`config.mk`:
```
export PLATFORM = sky130hd
export DESIGN_NAME = if_fetch_unit
export DESIGN_NICKNAME = d
export VERILOG_FILES = /design/src/rtl/if_fetch_unit.sv
export SDC_FILE = /design/constraint.sdc
export NUM_CORES = 1
export LEC_CHECK = 0
export ABC_AREA = 1
export BUFFER_PORTS_ARGS = -buffer_cell sky130_fd_sc_hd__buf_2
export CAP_MARGIN = 30
export CELL_PAD_IN_SITES_DETAIL_PLACEMENT = 1
export CELL_PAD_IN_SITES_GLOBAL_PLACEMENT = 2
export CORE_UTILIZATION = 33
export CTS_CLUSTER_SIZE = 30
export DETAILED_ROUTE_END_ITERATION = 10
export GPL_TIMING_DRIVEN = 1
export PLACE_DENSITY_LB_ADDON = 0.1
export RECOVER_POWER = 50
export SLEW_MARGIN = 20
export SYNTH_ARGS = -nofsm -noshare
export SYNTH_HDL_FRONTEND = slang
export SYNTH_SLANG_ARGS = --single-unit
```
`constraint.sdc`:
```
create_clock -name clk -period 3.7 [get_ports clk]
set_input_delay 0.74 -clock clk [delete_from_list [all_inputs] [get_ports clk]]
set_output_delay 0.74 -clock clk [all_outputs]
set_load 0.02 [all_outputs]
```
`src/rtl/if_fetch_unit.sv`:
```
// ---------------------------------------------------------------------------
// if_fetch_unit
// Instruction-fetch front end of the pipelined core. Owns the PC, issues
// requests to instruction memory over a req/ready handshake and loads the
// IF/ID pipeline register. A one-entry skid buffer absorbs an instruction
// that returns while ID is stalled. Redirects from EX flush IF/ID and steer
// the PC, waiting out any in-flight request first (DISCARD).
//
// Ports
//   clk            : rising-edge clock
//   rst_n          : synchronous active-low reset
//   redirect_valid : EX resolved a taken branch/jump this cycle
//   redirect_pc    : redirect target (low two bits forced to 00)
//   stall          : ID cannot accept; IF/ID must hold
//   imem_req       : registered fetch request
//   imem_addr      : registered fetch address
//   imem_ready     : memory returns imem_rdata this cycle
//   imem_rdata     : fetched instruction
//   ifid_valid     : IF/ID holds a live instruction
//   ifid_pc        : PC of the instruction in IF/ID
//   ifid_pc4       : ifid_pc + 4 (wraps modulo 2^32)
//   ifid_instr     : instruction in IF/ID
//   misalign_err   : sticky flag, a misaligned redirect target was seen
// ---------------------------------------------------------------------------
module if_fetch_unit #(
    parameter logic [31:0] RESET_PC  = 32'h0000_0000,
    parameter logic [31:0] NOP_INSTR = 32'h0000_0000
) (
    input  logic        clk,
    input  logic        rst_n,
    input  logic        redirect_valid,
    input  logic [31:0] redirect_pc,
    input  logic        stall,
    output logic        imem_req,
    output logic [31:0] imem_addr,
    input  logic        imem_ready,
    input  logic [31:0] imem_rdata,
    output logic        ifid_valid,
    output logic [31:0] ifid_pc,
    output logic [31:0] ifid_pc4,
    output logic [31:0] ifid_instr,
    output logic        misalign_err
);

    typedef enum logic [1:0] {
        BOOT,
        FETCH,
        HOLD,
        DISCARD
    } state_t;

    state_t      state;
    logic [31:0] pc;
    logic [31:0] pending_pc;
    logic [31:0] skid_pc;
    logic [31:0] skid_instr;

    logic [31:0] redirect_target;
    logic [31:0] pc_plus4;
    logic [31:0] skid_pc_plus4;

    // Targets are word aligned; misaligned bits are dropped and flagged.
    assign redirect_target = {redirect_pc[31:2], 2'b00};
    assign pc_plus4        = pc + 32'd4;
    assign skid_pc_plus4   = skid_pc + 32'd4;

    // Single state machine owning the PC, the request outputs, the skid
    // entry and the IF/ID register. In FETCH, imem_addr always equals pc.
    // The skid entry needs no valid bit: it is only consulted in HOLD, and
    // HOLD is only entered by filling it; a redirect leaves HOLD, which is
    // what invalidates it.
    always_ff @(posedge clk) begin
        if (!rst_n) begin
            state        <= BOOT;
            pc           <= RESET_PC;
            pending_pc   <= RESET_PC;
            skid_pc      <= 32'h0000_0000;
            skid_instr   <= NOP_INSTR;
            imem_req     <= 1'b0;
            imem_addr    <= RESET_PC;
            ifid_valid   <= 1'b0;
            ifid_pc      <= 32'h0000_0000;
            ifid_pc4     <= 32'h0000_0000;
            ifid_instr   <= NOP_INSTR;
            misalign_err <= 1'b0;
        end else if (redirect_valid) begin
            ifid_valid <= 1'b0;
            ifid_instr <= NOP_INSTR;
            if (redirect_pc[1:0] != 2'b00) begin
                misalign_err <= 1'b1;
            end
            // An unanswered request must be drained before the new target
            // can be issued, since req/addr may not change until ready.
            if ((state == FETCH || state == DISCARD) && !imem_ready) begin
                pending_pc <= redirect_target;
                state      <= DISCARD;
            end else begin
                pc        <= redirect_target;
                imem_req  <= 1'b1;
                imem_addr <= redirect_target;
                state     <= FETCH;
            end
        end else begin
            case (state)
                BOOT: begin
                    imem_req  <= 1'b1;
                    imem_addr <= pc;
                    state     <= FETCH;
                end
                FETCH: begin
                    if (imem_ready && !stall) begin
                        ifid_valid <= 1'b1;
                        ifid_pc    <= pc;
                        ifid_pc4   <= pc_plus4;
                        ifid_instr <= imem_rdata;
                        pc         <= pc_plus4;
                        imem_addr  <= pc_plus4;
                    end else if (imem_ready && stall) begin
                        skid_pc    <= pc;
                        skid_instr <= imem_rdata;
                        pc         <= pc_plus4;
                        imem_req   <= 1'b0;
                        state      <= HOLD;
                    end else if (!stall) begin
                        ifid_valid <= 1'b0;
                    end
                end
                HOLD: begin
                    if (!stall) begin
                        ifid_valid <= 1'b1;
                        ifid_pc    <= skid_pc;
                        ifid_pc4   <= skid_pc_plus4;
                        ifid_instr <= skid_instr;
                        imem_req   <= 1'b1;
                        imem_addr  <= pc;
                        state      <= FETCH;
                    end
                end
                DISCARD: begin
                    if (imem_ready) begin
                        pc        <= pending_pc;
                        imem_req  <= 1'b1;
                        imem_addr <= pending_pc;
                        state     <= FETCH;
                    end
                end
                default: begin
                    state <= BOOT;
                end
            endcase
        end
    end

endmodule
```
==> impl_metrics.toml, run 1 <==
[outcome]
status = "finished with violations"
violations = "DRC, capacitance limit, slew limit"

[pwr]
seq_power_share_pct = 40.8
p_int_w = 0.00523
p_per_area_mw_per_mm2 = 549
total_switching_power_w = 0.00254
leakage_nw = 5.43
switching_share_pct = 32.7
clkPwrFrac_pct = 41.1
power_frac_comb_pct = 18.1
peakVddDrop_v = 0.000338

[yosys]
syn_area_mm2 = 0.0121
ys_ff_latch = 250
syn_inst = 1798
synthFlopType = "dfxtp_1"
yosysMostFrequentCell = "nand2_1"
ys_seq_area_share_pct = 41.4
yosysTopAreaCell = "dfxtp_1"
synthArstFlopShare_pct = 0
ys_top_cells_by_count = "nand2_1, dfxtp_1, o21ai_0, nor2_1, a21oi_1"
synth.distinct_cells = 43
yosysWarnings = 0
synthTopCellsByArea = "dfxtp_1, nand2_1, o21ai_0, nor2_1, a21oi_1"
syn_avg_cell_area_um2 = 6.72
yosysTopAreaCellShare_pct = 41.4
synth_edf_count = 0

[critical_path]
crit_slowest_cell = "clkbuf_1"
startpoint_type = "primary input"
r2r-end = "pc[2]$_SDFFE_PN0P_"
required_ns = 4.11
crit_buf_inv = 4
cp-end-kind = "flop"
critPathMaxFanout = 46
r2r_slack_ns = 1.09
cp_cell_sequence = "buf_2 -> clkbuf_1 -> nor2_1 -> buf_4 -> inv_1 -> a311oi_1"
crit_path_max_incr_delay_ns = 1.45
ff2ff_path_depth = 9
crit_type = "in -> reg"
crit_arrival_ns = 3.29
crit_family = "buffers and inverters"
reg2reg_from = "state[0]$_SDFFE_PN0P_"

[grt]
grt_usage_pct = 24.3
grt_max_degree = 178
grt_antenna_before_repair = 0
gr-total-overflow = 0
grt_pass1_wl_mm = 72.4
grt_pass1_vias = 12551

[sta]
hold_violations = 0
clock_skew_ns = 0.0241
finalCritPeriodShare_pct = 77.9
rsz0062_at_grt = "false"
worst_slew_pin_slew_ns = 2.01
max_freq_mhz = 347
setup_tns_ns = 0
fin_hold_ws_ns = 0.392
layout_min_cycle_time_ns = 2.88
maxSlewHeadroom_pct = -34.2
drv_slew = 84
setup_viol = 0

[hold_path]
min_path_type = "in -> reg"
hold_path_depth = 3
worstHoldStart = "imem_rdata[15]"
worstHoldEndpoint = "skid_instr[15]$_SDFFE_PN0P_"

[die]
start_util_pct = 33.7
die-area_mm2 = 0.0374
die_y_um = 193
core-area_mm2 = 0.0358
ios = 200
die_x_um = 193
rows = 69

[layout]
fin_nets = 2004
antenna_cells = 0
fill_cells = 4662
multi_input_area_mm2 = 0.00609
ff_latch_area_mm2 = 0.00500
fin_cells = 2413
syn_to_final_growth_pct = 17.2
layout-drive-gt1-share_pct = 8.20

[routing]
vias_per_cell = 5.16
routedWlPerCell_um = 19.1
drt_iter0_drc = 688
drcViolationCount = 8
vias = 12454
postRouteAntennaNets = 0
first_pass_iters = 7
routed_wl_mm = 46.0

[cts]
clock-root-buffer = "clkbuf_16"
clk_pin_slew_ns = 0.06
htreeDepth = 1
cts_buffers = 31
clock-sinks = 250
post_cts_buffers = 0
cts_resized = 0
ctsHoldBuffers = 0
tritoncts = "done"
clock_latency_ns = 0.59
clockBufferDepth = 3

[placed_design]
placed_cells = 2357
dp.final_hpwl_mm = 32.3
place_congestion = 0.858
portBuffers = 195

[job]
max_cap_violations = 2
-- through the flow --
stage | util, % | worst slack [ns] | area [um^2] | total power (W)
final | 39.5 | 0.818 | 14200 | 0.00777
after global routing | 39.5 | 0.552 | 14200 | 0.00814
after detailed placement | 37.1 | 0.875 | 13300 | 0.00469
after floorplan | - | 1.84 | 12100 | 0.00410
after global placement | 37.1 | 0.957 | 13300 | 0.00467
after CTS | 40.0 | 1.12 | 14300 | 0.00790
-- worst max-delay path by stage --
stage                                startpoint                     endpoint  slack (ns)  cells after the start
after floorplan                  redirect_valid          pc[29]$_SDFFE_PN0P_        1.84                      9
after global placement           redirect_valid           pc[2]$_SDFFE_PN0P_        0.96                      9
after detailed placement         redirect_valid           pc[2]$_SDFFE_PN0P_        0.87                      9
after CTS                 state[0]$_SDFFE_PN0P_           pc[2]$_SDFFE_PN0P_        1.12                      9
after global routing             redirect_valid  ifid_instr[26]$_SDFFE_PP0P_        0.55                      6
final                            redirect_valid  ifid_instr[19]$_SDFFE_PP0P_        0.82                      6
-- cell type report --
type                       count  area share, %
timing repair buffer         215           7.08
clock inverter                15           1.36
tap                          461           4.07
multi-input combinational   1315           43.0
sequential                   250           35.3
clock buffer                  40           6.07
inverter                     117           3.10
-- sequential cells by signal (all words and copies together) (netlist names) --
signal,count
pending_pc,30
imem_req,1
skid_instr,32
pc,30
skid_pc,30
ifid_pc4,30
ifid_pc,30
ifid_valid,1
ifid_instr,32
misalign_err,1
imem_addr,31
state,2
-- cell usage in the layout (no fill, tap or decap), drive strengths merged, types with 8 or more instances in the layout --
master	n
inv	118
clkbuf	172
a211oi	10
a21oi	141
nand4	10
o211ai	8
nand2	480
buf	83
dfxtp	250
o21ai	257
nor2	223
a31oi	72
nand3	54
clkinv	10
xor2	14
-- layer usage --
metal | vias to the layer above | track usage [%] | routed length (um) | part of all wire (%)
met4 | 0 | 5.33 | 837 | 1.8
met5 | - | 0 | 0 | 0
li1 | 6198 | - | - | -
met1 | 6017 | 33.0 | 22000 | 48
met3 | 48 | 3.19 | 1550 | 3.4
met2 | 191 | 40.9 | 21600 | 47
-- worst reg2reg max path, cell delays in order, from the launching register on --
cell and delay [ns]:
dfxtp_1 0.38, ha_1 0.42, nor2_4 0.06, nand2_2 0.25, inv_2 0.23, a21oi_2 0.36
buf_4 0.26, inv_1 0.23, a21oi_1 0.22, a21oi_1 0.08
-- cells by family (layout without fill, tap and decap cells) --
logic type                 count (synthesis)  after routing  synth area share [%]
AOI/OAI and AO/OA                        506            506                  22.6
xor gates and xnor gates                  19             19                  1.38
adders and majority gates                  5              5                 0.518
buffers and inverters                    236            387                  8.14
DFF                                      250            250                  41.4
other                                      1              4                0.0310
and+or+nand+nor                          781            781                  25.9
-- power groups by stage --
stage	Sequential, W	Clock (W)	Combinational (W)
6_report	0.00318	0.00319	0.00141
5_1_grt	0.00321	0.00337	0.00157
4_1_cts	0.00317	0.00326	0.00147
3_5_place_dp	0.00323	0	0.00147
3_3_place_gp	0.00323	0	0.00144
2_1_floorplan	0.00331	0	0.000795
No activity file was read; power rests on OpenSTA's default activity.
==> run 2, diff against run 1 <==
Settings changed: ABC_AREA 1 to 0.
Clock period 3.7 ns to 2.7 ns, I/O delays scaled along.
==> run 2 against run 1 <==
Against the previous run: the flow now finishes without violations; worst hold slack worse by 0.19 ns; global-route usage up 0.44 points; clock power is 30% higher; sequential share of layout area shrank 1.7 points; sequential power grew 29%; wire length rose by 3.7%.
==> impl_metrics.toml, run 2 <==
[sta]
max_freq_mhz = 395
setup_tns_ns = 0
worst_slew_pin_slew_ns = 1.48
fin_hold_ws_ns = 0.202
setup_viol = 0
clock_skew_ns = 0.0106
hold_violations = 0
drv_slew = 0
rsz0062_at_grt = "false"
layout_min_cycle_time_ns = 2.53
maxSlewHeadroom_pct = 1.52
finalCritPeriodShare_pct = 93.7

[routing]
postRouteAntennaNets = 0
vias = 12382
routedWlPerCell_um = 21.2
drcViolationCount = 0
drt_iter0_drc = 761
routed_wl_mm = 47.7
first_pass_iters = 5
vias_per_cell = 5.50

[yosys]
synthArstFlopShare_pct = 0
ys_seq_area_share_pct = 40.5
ys_ff_latch = 250
synthMuxAreaShare_pct = 6.10
ys_top_cells_by_count = "nand2_1, dfxtp_1, a21oi_1, clkbuf_1, nor2_1"
yosys.area_share.simple_pct = 21.6
syn_avg_cell_area_um2 = 7.75
syn_inst = 1597
synth_compound_area_share_pct = 22.9
synthTopCellsByArea = "dfxtp_1, nand2_1, a21oi_1, mux2i_1, o21ai_0"
synthFlopType = "dfxtp_1"
synth_top_family_by_area = "compound AO/OA/AOI/OAI gates"
yosysMostFrequentCell = "nand2_1"
syn_area_mm2 = 0.0124
yosysTopAreaCell = "dfxtp_1"
yosys.area_share.xor_xnor_pct = 2.48
yosysWarnings = 0
yosysTopAreaCellShare_pct = 40.5
synth-adder-area-share_pct = 0.506
synth_edf_count = 0
synth.distinct_cells = 69

[critical_path]
startpoint_type = "flop"
critPathMaxFanout = 8
required_ns = 3.17
cp-end-kind = "flop"
crit_arrival_ns = 3.00
crit_type = "reg -> reg"

[job]
max_cap_violations = 0

[cts]
cts_resized = 0
post_cts_buffers = 0
clock-root-buffer = "clkbuf_16"
clk_pin_slew_ns = 0.06
ctsHoldBuffers = 0
clock-sinks = 250
clockBufferDepth = 3
cts_buffers = 31
htreeDepth = 1
tritoncts = "done"
clock_latency_ns = 0.59

[grt]
gr-total-overflow = 0
grt_usage_pct = 24.7
grt_pass1_vias = 12175
grt_max_degree = 105
grt_antenna_before_repair = 0
grt_pass1_wl_mm = 73.8

[layout]
antenna_cells = 0
fill_cells = 4506
layout_common_cells = "nand2_1, dfxtp_1, a21oi_1"
layout-drive-gt1-share_pct = 12.6
fin_nets = 1832
reg_top3 = "ifid_instr (32), skid_instr (32), imem_addr (31)"
multi_input_area_mm2 = 0.00670
final_common_cell = "nand2_1"
ff_latch_area_mm2 = 0.00500
syn_to_final_growth_pct = 20.4

[outcome]
status = "complete, no violations"

[pwr]
p_per_area_mw_per_mm2 = 668
leakage_nw = 4.96
peakVddDrop_v = 0.000465

[placed_design]
dp.final_hpwl_mm = 34.3
portBuffers = 195
place_congestion = 0.910

[die]
rows = 70
die_y_um = 196
die_x_um = 196
ios = 200
start_util_pct = 33.6
die-area_mm2 = 0.0383
core-area_mm2 = 0.0368

[hold_path]
min_path_type = "in -> reg"
-- run 2: changes by cell type in the layout (fill, tap and decap cells not counted), moves of 36 or more --
cell | previous run | this run
nor2_1 | 215 | 104
o21ai_0 | 251 | 105
inv_1 | 111 | 21
nand2_1 | 476 | 298
nor3_1 | 2 | 38
a31oi_1 | 72 | 22
a211oi_1 | 10 | 67
mux2i_1 | 0 | 71
buf_4 | 12 | 74
a21oi_1 | 140 | 180
-- run 2: where the power goes --
part,total [W],internal [W],switching [W]
sequential,0.00411,0.00391,0.000201
clock,0.00416,0.00244,0.00172
combinational,0.00167,0.000535,0.00114
-- run 2: path summary, 6_finish.rpt --
path                                           startpoint                           to  slack [ns]  cells after the start
worst max-delay path              skid_pc[3]$_SDFFE_PN0P_    ifid_pc4[31]$_SDFFE_PN0P_        0.17                      5
worst min-delay path                      redirect_pc[28]  pending_pc[28]$_SDFFE_PN0P_        0.20                      3
worst max register to register    skid_pc[3]$_SDFFE_PN0P_    ifid_pc4[31]$_SDFFE_PN0P_        0.17                      5
worst min register to register  misalign_err$_SDFFE_PN0P_    misalign_err$_SDFFE_PN0P_        0.45                      2
-- run 2: area by class of cell --
type	count	area share, %
Clock buffer	47	6.22
Clock inverter	11	0.580
Inverter	22	0.571
Timing Repair Buffer	281	10.1
Multi-Input combinational cell	1172	45.0
Sequential cell	250	33.6
Tap cell	468	3.93
-- run 2: logic make-up after synthesis --
group                    Yosys count
flip-flops                       250
other                              1
adder cells (fa/ha/maj)            5
AND/OR/NAND/NOR                  585
XOR/XNOR                          35
multiplexers                      75
buffers and inverters            178
AO/OA/AOI/OAI                    468
-- run 2: per-stage QoR --
stage | total power (W) | cells | utilization, % | worst slack [ns] | instance area [um^2]
final | 0.00994 | 2251 | 40.5 | 0.169 | 14900
after detailed placement | 0.00592 | 2193 | 38.3 | 0.158 | 14100
after global routing | 0.0104 | 2251 | 40.5 | 0.0268 | 14900
after CTS | 0.0101 | 2251 | 41.0 | 0.144 | 15100
after global placement | 0.00590 | 2193 | 38.3 | 0.297 | 14100
after floorplan | 0.00519 | 1600 | - | 0.509 | 12400
-- run 2: worst max-delay path: stages, from the launching register on --
cell	delay, ns
dfxtp_1	0.41
nand4_1	0.29
or4_1	0.68
nor4_1	0.38
mux2_2	0.39
a221o_1	0.26
-- run 2: layer usage --
layer / share of wire (%) / global-route usage (%) / vias up / wire length, um
met5: 0 / 0 / - / 0
met4: 2.8 / 6.97 / 0 / 1320
met3: 5.4 / 4.15 / 72 / 2550
met2: 44 / 38.6 / 302 / 20900
met1: 48 / 34.8 / 6024 / 22900
li1: - / - / 5984 / -
==> run 3, diff against run 2 <==
Settings changed: BUFFER_PORTS_ARGS -buffer_cell sky130_fd_sc_hd__buf_2 to -buffer_cell sky130_fd_sc_hd__buf_4, CELL_PAD_IN_SITES_GLOBAL_PLACEMENT 2 to 1, CORE_UTILIZATION 33 to 35.
Clock period 2.7 ns to 2.5 ns, I/O delays scaled along.
==> run 3 against run 2 <==
Against the previous run: design area grew 2.8%; clock-buffer cell count decreased by 3; first-iteration DRC count down 6.0%; final cell count shrank 0.31%; non-clock buffer count is 11 higher; critical path depth is 1 higher; largest power group unchanged.
==> impl_metrics.toml, run 3 (same netlist as run 2, synthesis figures left out) <==
[sta]
fin_hold_ws_ns = 0.202
clock_skew_ns = 0.0133
finalCritPeriodShare_pct = 93.9
rsz0062_at_grt = "false"
setup_viol = 0
worst_slew_pin_slew_ns = 1.38
hold_violations = 0
max_freq_mhz = 426
maxSlewHeadroom_pct = 7.71
timing.final.ws_setup_ns = 0.152
layout_min_cycle_time_ns = 2.35
setup_tns_ns = 0
drv_slew = 0

[cts]
ctsHoldBuffers = 0
cts_buffers = 30
htreeDepth = 1
clockBufferDepth = 3
clock_latency_ns = 0.56
clk_pin_slew_ns = 0.06
clock-sinks = 250
tritoncts = "done"
clock-root-buffer = "clkbuf_16"

[hold_path]
worstHoldStart = "imem_rdata[5]"
min_path_type = "in -> reg"

[die]
die-area_mm2 = 0.0361
core-area_mm2 = 0.0346
rows = 68
ios = 200
die_y_um = 190
die_x_um = 190
start_util_pct = 35.7

[placed_design]
portBuffers = 195
pre_cts_slack_ns = 0.108
place_congestion = 0.865
dp.final_hpwl_mm = 33.0

[outcome]
status = "complete, no violations"

[critical_path]
reg2reg_from = "state[0]$_SDFFE_PN0P_"
crit_family = "compound AO/OA/AOI/OAI gates"
r2r_slack_ns = 0.15
cp-end-kind = "flop"
crit_arrival_ns = 2.76
startpoint_type = "flop"
path_depth = 6
crit_type = "reg -> reg"
crit_slowest_cell = "or3_1"
crit_path_end = "imem_addr[6]$_SDFFE_PN0P_"
ff2ff_path_depth = 6
crit_start = "state[0]$_SDFFE_PN0P_"
critPathMaxFanout = 10
required_ns = 2.91
crit_buf_inv = 1
crit_path_max_incr_delay_ns = 0.52
cp_cell_sequence = "ha_1 -> clkbuf_1 -> or3_1 -> o21ai_0 -> a21oi_1 -> a31oi_1"
r2r-end = "imem_addr[6]$_SDFFE_PN0P_"

[routing]
first_pass_iters = 8
routed_wl_mm = 46.9
postRouteAntennaNets = 0
routedWlPerCell_um = 20.9
vias = 12628
vias_per_cell = 5.63
drcViolationCount = 0
drt_iter0_drc = 715

[grt]
grt_usage_pct = 25.6
grt_max_degree = 106
grt_antenna_before_repair = 0
gr-total-overflow = 0
grt_pass1_wl_mm = 72.4
grt_pass1_vias = 12202

[layout]
layout_common_cells = "nand2_1, dfxtp_1, a21oi_1"
antenna_cells = 0
layout-drive-gt1-share_pct = 13.4
fin_nets = 1842
ff_latch_area_mm2 = 0.00500
final_common_cell = "nand2_1"
syn_to_final_growth_pct = 23.8
reg_top3 = "ifid_instr (32), skid_instr (32), imem_addr (31)"
utilization_pct = 44.2
multi_input_area_mm2 = 0.00672
fill_cells = 4191

[job]
max_cap_violations = 0

[pwr]
leakage_nw = 5.16
peakVddDrop_v = 0.000565
p_per_area_mw_per_mm2 = 728
-- run 3: worst min-delay path by stage --
stage | slack, ns | cells past startpoint | end
final | 0.20 | 3 | skid_instr[5]$_SDFFE_PN0P_
after detailed placement | 0.45 | 2 | misalign_err$_SDFFE_PN0P_
after global routing | 0.19 | 3 | skid_instr[5]$_SDFFE_PN0P_
after floorplan | 0.43 | 2 | pending_pc[15]$_SDFFE_PN0P_
after CTS | 0.18 | 3 | skid_instr[5]$_SDFFE_PN0P_
after global placement | 0.44 | 2 | pending_pc[5]$_SDFFE_PN0P_
-- run 3: cell type report --
type                    count  area share, %
flip-flops and latches    250           32.7
repair buffers            292           11.9
multi-input cells        1172           43.9
clock buffers              44           6.04
inverters                  22          0.556
clock inverters             9           1.15
well taps                 455           3.72
-- run 3: where the power goes --
part | switching, W | leakage [nW] | total, W | internal, W
registers | 0.000209 | 2.04 | 0.00443 | 0.00422
logic | 0.00125 | 2.58 | 0.00189 | 0.000639
clock network | 0.00178 | 0.540 | 0.00483 | 0.00305
-- run 3: metal layers --
metal	GRT usage, %	up-vias	share of wire [%]
li1	-	5990	-
met1	37.2	6237	49
met2	40.1	347	45
met3	3.23	54	5.1
met4	5.21	0	1.8
met5	0	-	0
-- run 3: worst register-to-register path, stage by stage (launching register included) --
cell,delay [ns]
dfxtp_1,0.36
ha_1,0.35
clkbuf_1,0.32
or3_1,0.52
o21ai_0,0.19
a21oi_1,0.32
a31oi_1,0.15
-- run 3: stage by stage --
step / instance area (um^2) / power [W] / instances
detailed placement: 14700 / 0.00653 / 2191
global placement: 14700 / 0.00649 / 2191
floorplan: 12400 / 0.00560 / 1600
global route: 15300 / 0.0116 / 2244
finish: 15300 / 0.0112 / 2244
CTS: 15800 / 0.0114 / 2244
-- run 3: what timing repair did --
item                                    4_1_cts  5_1_grt
setup buffers                                 0        0
endpoints found under the setup margin        0        5
gates resized for setup                       0        3
